<file path="src/rtl/sipo_frame_ctrl.sv">
// Sequencing controller for a WIDTH-bit SIPO: gates the shift enable from a framed
// serial stream, captures each full frame and offers it on a valid/ready handshake.
module sipo_frame_ctrl #(
   parameter int WIDTH = 4,
   parameter int CNT_W = $clog2(WIDTH + 1)
) (
   input  logic             clk,
   input  logic             reset,
   input  logic             serial_valid,
   input  logic             frame_start,
   output logic             sipo_shift_en,
   input  logic [WIDTH-1:0] sipo_q,
   output logic [WIDTH-1:0] word_out,
   output logic             word_valid,
   input  logic             word_ready,
   output logic             busy,
   output logic [CNT_W-1:0] bit_cnt,
   output logic             overrun,
   output logic             frame_err,
   input  logic             clr_err
);

   typedef enum logic [1:0] {
      IDLE,
      SHIFT,
      LOAD
   } state_t;

   // A one-bit frame is complete as soon as its first bit has shifted in.
   localparam state_t           FIRST_STATE = (WIDTH == 1) ? LOAD : SHIFT;
   localparam logic [CNT_W-1:0] LAST_CNT    = CNT_W'(WIDTH - 1);
   localparam logic [CNT_W-1:0] ONE_CNT     = CNT_W'(1);

   state_t           state;
   state_t           state_nxt;
   logic [CNT_W-1:0] cnt_nxt;
   logic             capture;
   logic             drop;
   logic             restart;

   always_comb begin
      // NOTE: every output of this block gets a default first, so no path can infer a latch.
      state_nxt     = state;
      cnt_nxt       = bit_cnt;
      sipo_shift_en = 1'b0;
      capture       = 1'b0;
      drop          = 1'b0;
      restart       = 1'b0;
      unique case (state)
         IDLE: begin
            if (serial_valid && frame_start) begin
               sipo_shift_en = 1'b1;
               cnt_nxt       = ONE_CNT;
               state_nxt     = FIRST_STATE;
            end
         end
         SHIFT: begin
            if (serial_valid) begin
               sipo_shift_en = 1'b1;
               if (frame_start) begin
                  // Restart mid-frame: the next WIDTH shifts flush the stale bits.
                  restart   = 1'b1;
                  cnt_nxt   = ONE_CNT;
                  state_nxt = FIRST_STATE;
               end else begin
                  cnt_nxt = bit_cnt + ONE_CNT;
                  if (bit_cnt == LAST_CNT) begin
                     state_nxt = LOAD;
                  end
               end
            end
         end
         LOAD: begin
            if (!word_valid || word_ready) begin
               capture = 1'b1;
            end else begin
               drop = 1'b1;
            end
            // sipo_q is sampled before this edge's shift, so a new frame may start here.
            if (serial_valid && frame_start) begin
               sipo_shift_en = 1'b1;
               cnt_nxt       = ONE_CNT;
               state_nxt     = FIRST_STATE;
            end else begin
               cnt_nxt   = '0;
               state_nxt = IDLE;
            end
         end
         default: begin
            cnt_nxt   = '0;
            state_nxt = IDLE;
         end
      endcase
   end

   always_ff @(posedge clk or posedge reset) begin
      if (reset) begin
         state   <= IDLE;
         bit_cnt <= '0;
      end else begin
         // NOTE: non-blocking assignments so every register samples pre-edge values.
         state   <= state_nxt;
         bit_cnt <= cnt_nxt;
      end
   end

   always_ff @(posedge clk or posedge reset) begin
      if (reset) begin
         word_out   <= '0;
         word_valid <= 1'b0;
         overrun    <= 1'b0;
         frame_err  <= 1'b0;
      end else begin
         if (capture) begin
            word_out   <= sipo_q;
            word_valid <= 1'b1;
         end else if (word_valid && word_ready) begin
            word_valid <= 1'b0;
         end

         // Set events take priority over a coincident clear.
         if (drop) begin
            overrun <= 1'b1;
         end else if (clr_err) begin
            overrun <= 1'b0;
         end

         if (restart) begin
            frame_err <= 1'b1;
         end else if (clr_err) begin
            frame_err <= 1'b0;
         end
      end
   end

   assign busy = (state != IDLE);

endmodule

</file>
<file path="config.mk">
export PLATFORM = sky130hd
export DESIGN_NAME = sipo_frame_ctrl
export DESIGN_NICKNAME = d
export VERILOG_FILES = /design/src/rtl/sipo_frame_ctrl.sv
export SDC_FILE = /design/constraint.sdc
export NUM_CORES = 1
export LEC_CHECK = 0
export BUFFER_PORTS_ARGS = -buffer_cell sky130_fd_sc_hd__buf_2
export CORE_AREA = 2 2 39 41
export CTS_CLUSTER_DIAMETER = 60
export DETAILED_ROUTE_END_ITERATION = 10
export DIE_AREA = 0 0 41 43
export PLACE_DENSITY_LB_ADDON = 0.05
export SETUP_SLACK_MARGIN = 0.1
export SYNTH_ARGS = -nofsm -noshare
export SYNTH_HDL_FRONTEND = slang
export SYNTH_SLANG_ARGS = --single-unit
</file>
<file path="constraint.sdc">
create_clock -name clk -period 2.6 [get_ports clk]
set_clock_uncertainty 0.1 [all_clocks]
set_input_delay 0.26 -clock clk [delete_from_list [all_inputs] [get_ports clk]]
set_output_delay 0.26 -clock clk [all_outputs]
set_load 0.02 [all_outputs]
</file>
# ---- Word-level counts from Yosys, hierarchy flattened
# Index checks and enable logic that the tools add are counted.
dict set report totals {
  register_bits 12
  latch_bits 0
  ramBits 0
  romBits 0
  inputBits 10
  output_inout_bits 12
  word_cells 51
  mem_count 0
}
dict set report op_classes {
  n_addsub 1
  multipliers 0
  n_div 0
  order_cmp 0
  eq_ne 6
  n_shift 0
  mux 26
  n_bitwise 0
  n_reduce_logical 12
}
# op count
set ops {}
lappend ops {{$mux 1} 16}
lappend ops {{$mux 3} 3}
lappend ops {{$pmux 3 s3} 1}
lappend ops {{$mux 2} 4}
lappend ops {{$reduce_bool 2->1} 4}
lappend ops {{$pmux 2 s3} 1}
lappend ops {{$ne 2x2->1 const B} 2}
lappend ops {{$add 3x1->3 const B} 1}
lappend ops {{$eq 3x2->1 const B} 1}
lappend ops {{$ne 3x3->1 const B} 1}
lappend ops {{$reduce_and 3->1} 1}
lappend ops {{$eq 2x1->1 const B} 1}
lappend ops {{$eq 2x2->1 const B} 1}
lappend ops {{$logic_and 1x1->1} 2}
lappend ops {{$logic_not 2->1} 1}
lappend ops {{$pmux 1 s2} 1}
lappend ops {{$reduce_and 2->1} 1}
lappend ops {{$reduce_or 2->1} 1}
lappend ops {{$logic_not 1->1} 1}
lappend ops {{$logic_or 1x1->1} 1}

# ---- Depth between registers and ports, before layout
dict set report logic_depth {
  depth_word 5
  depth_mapped 5
  depth_no_buf 5
}

# ---- Worst setup path before layout
# OpenSTA, ideal clock, no wires.
dict set report synth_timing {
  kind {reg2out}
  from {register state[0]}
  to {output port sipo_shift_en}
  arrival_ns 1.135
  required_time_ns 2.240
  path_slack_ns 1.105
  path_stages_with_launch 4
  n_path_buf 1
  cell_sequence {dfrtp_1 -> clkbuf_2 -> nand2b_1 -> a21boi_0}
}
dict set report synth_between {
  elab_chain_len 3
}
# element line_no
set synth_rtl {}
lappend synth_rtl {{start, declared} 34} ;# state_t state;
lappend synth_rtl {{start signal, assigned} 102} ;# state <= state_nxt;
lappend synth_rtl {{$eq 2x2->1 / $logic_not 2->1 (equally long branches)} 49} ;# unique case (state)
lappend synth_rtl {{$reduce_or 2->1 (no line)} -}
lappend synth_rtl {{$pmux 1 s2 *} 49}
lappend synth_rtl {{end, declared} 11} ;# output logic sipo_shift_en,
# Mark *: on every way between the ends. The rest lies on a longest branch, timed or not.

# ---- Worst setup path after layout
dict set report layout_timing {
  from {register state[1]}
  to {output port sipo_shift_en}
}
# The elaborated chain is that of the path after synthesis.

==> impl_metrics.toml <==
[floorplanning]
die-area_sq_um = 1760
start_util = 0.408
die_w_um = 41
ioPinCount = 22
die_y_um = 43
core_region_area_sq_um = 1380
row_count = 14

[drt]
detail_route.vias_per_cell = 4.85
wirelength_mm = 1.01
drt_iter0_drc = 8
routedWlPerCell_um = 11.1
vias = 441
antenna_left = 0
dr.pass1.iters = 4
post-route-drc-count = 0

[synthesis]
synth_top_family_by_area = "simple AND/OR/NAND/NOR gates"
synthCells = 50
synthAdderAreaFrac = 0.0443
yosysWarnings = 0
yosys.area_share.xor_xnor = 0
synthDistinctLibCells = 21
ys_seq_area_frac = 0.532
syn_area_sq_um = 564
synth-seq-cells = 12
syn-num-nets = 62
synth_compound_area_frac = 0.0931
synth-simple-area-share = 0.208
muxShareOfSynthArea = 0.0798
synth_area_per_cell_sq_um = 11.3

[cts]
cts_root_buf = "clkbuf_4"
hold_buffers = 1
cts_buffers = 3
clk_pin_slew_ps = 70
cts.sinks = 12
cts_setup_buffers = 0
clock_path_buffers = 2
cts_tree = "built"
cts_resized = 0
clk_latency_ps = 270
cts_htree_levels = 1

[sta]
finalHoldViolCount = 0
fin_ws_ps = 926
tightest_slew_ps = 449
drv_slew = 0
fin_crit_sh = 0.644
tns_ps = 0
setup_viol = 0
fmax_mhz = 597
max_slew_margin = 0.700
rsz0062_at_grt = "false"
finalCriticalPeriod_ps = 1670

[layout]
design_area_sq_um = 731
final_common_cell = "buf_2"
layout.area.seq_sq_um = 300
num-fill-cells = 124
multi_input_area_sq_um = 240
fin_nets = 88
mostFrequentLayoutCells = "buf_2 (21), dfrtp_1 (12), inv_1 (5), mux2_2 (4), nor2_1 (4)"
areaGrowthSynthToFinish_pct = 29.5
insertedDiodeCount = 0
drive_gt1_frac = 0.440

[global_route]
grt_max_degree = 13
track_usage = 0.132
grt.overflow.total = 0
antenna_found_initial = 0
grt_first_pass_wirelength_mm = 1.57
grt_pass1_vias = 387

[place]
io_buffer_count = 21
gp_congestion = 0.728
hpwl_um = 781
place_area_sq_um = 684
pre_cts_ws_ps = 1220

[power]
power_density_nw_per_um2 = 1040
ir_drop_mv = 0.469
p_leak_uw = 0.000391

[setup_path]
cp_slowest_cell = "dfrtp_1"
cp_cell_sequence = "nand2b_1, a21boi_0, buf_2"
critical_path_class = "reg -> out"
cp_data_required_time_ps = 2240
slowest_delay_ps = 470
arrival_ps = 1310
crit_path_max_fanout = 7
setup.worst_path.start = "state[1]"
endpoint_kind = "output pin"
r2r_start = "state[0]"
start_kind = "flip-flop"

[min_path]
min_path_type = "in -> reg"
hold_path.startpoint = "clr_err"

[run]
max_cap_viol_count = 0

[outcome]
outcome = "finished clean"
==> synthesized netlist by cell type <==
cell / count / area (sq um)
a21boi_0: 1 / 7.51
a21oi_1: 1 / 5.00
a32oi_1: 2 / 17.5
and2_1: 1 / 6.26
and2b_2: 1 / 8.76
clkbuf_2: 1 / 5.00
dfrtp_1: 12 / 300
ha_1: 2 / 25.0
inv_1: 5 / 18.8
mux2_2: 4 / 45.0
nand2_1: 3 / 11.3
nand2b_1: 3 / 18.8
nand2b_4: 1 / 13.8
nor2_1: 4 / 15.0
nor2b_4: 1 / 13.8
nor4bb_1: 1 / 10.0
o21ai_0: 2 / 10.0
o22ai_1: 2 / 12.5
or2_2: 1 / 6.26
or2b_1: 1 / 7.51
or3_1: 1 / 6.26
==> state kept, by name, indices dropped and copies added (netlist names) <==
name,flops
word_out,4
state,2
bit_cnt,3
word_valid,1
overrun,1
frame_err,1
==> cell families after synthesis <==
group | Yosys count
AND/OR/NAND/NOR | 18
multiplexers | 4
buffers and inverters | 6
flip-flops | 12
adder cells (fa/ha/maj) | 2
AO/OA/AOI/OAI | 8
==> path summary, 6_finish.rpt <==
kind	endpoint	slack (ps)	cells past startpoint
max	sipo_shift_en	930	3
min	overrun	80	2
max reg2reg	word_out[0]	1200	3
min reg2reg	word_out[1]	410	1
max in group asynchronous	word_out[0]	1660	3
min in group asynchronous	state[0]	430	3
==> metal layers <==
layer / part of all wire / wire length (um) / up-vias / track usage
met5: 0 / 0 / - / 0
met1: 0.47 / 472 / 212 / 0.194
met2: 0.46 / 470 / 9 / 0.178
met4: 0.014 / 14 / 0 / 0.0400
met3: 0.054 / 55 / 2 / 0.0471
li1: - / - / 218 / -
==> final cells by class <==
class | instances | share of cell area
clock buffers | 4 | 0.0497
inverters | 5 | 0.0257
multi-input cells | 32 | 0.329
flip-flops and latches | 12 | 0.411
well taps | 16 | 0.0274
repair buffers | 22 | 0.158
==> critical path, delay by kind of cell, from the launching register on <==
kind	cells	cell delay, ps
buffers and inverters	1	180
AO/OA/AOI/OAI	1	160
flip-flops	1	470
AND/OR/NAND/NOR	1	230
==> power breakdown <==
group / leakage, uW / switching, uW / internal (uW) / total [uW]
registers: 0.000150 / 51.1 / 251 / 302
clock network: 0.0000210 / 61.8 / 85.2 / 147
logic: 0.000220 / 175 / 138 / 313
==> metrics by stage <==
| stage | utilization | power [uW] | hold WS (ps) | cells |
|---|---|---|---|---|
| final | 0.528 | 762 | 78.7 | 91 |
| after global routing | 0.528 | 808 | 88.6 | 91 |
| after CTS | 0.528 | 770 | 71.8 | 91 |
| after floorplan | - | 520 | 24.7 | 50 |
| after global placement | 0.495 | 617 | 182 | 86 |
| after detailed placement | 0.495 | 619 | 186 | 86 |
No activity file was read; power rests on OpenSTA's default activity.
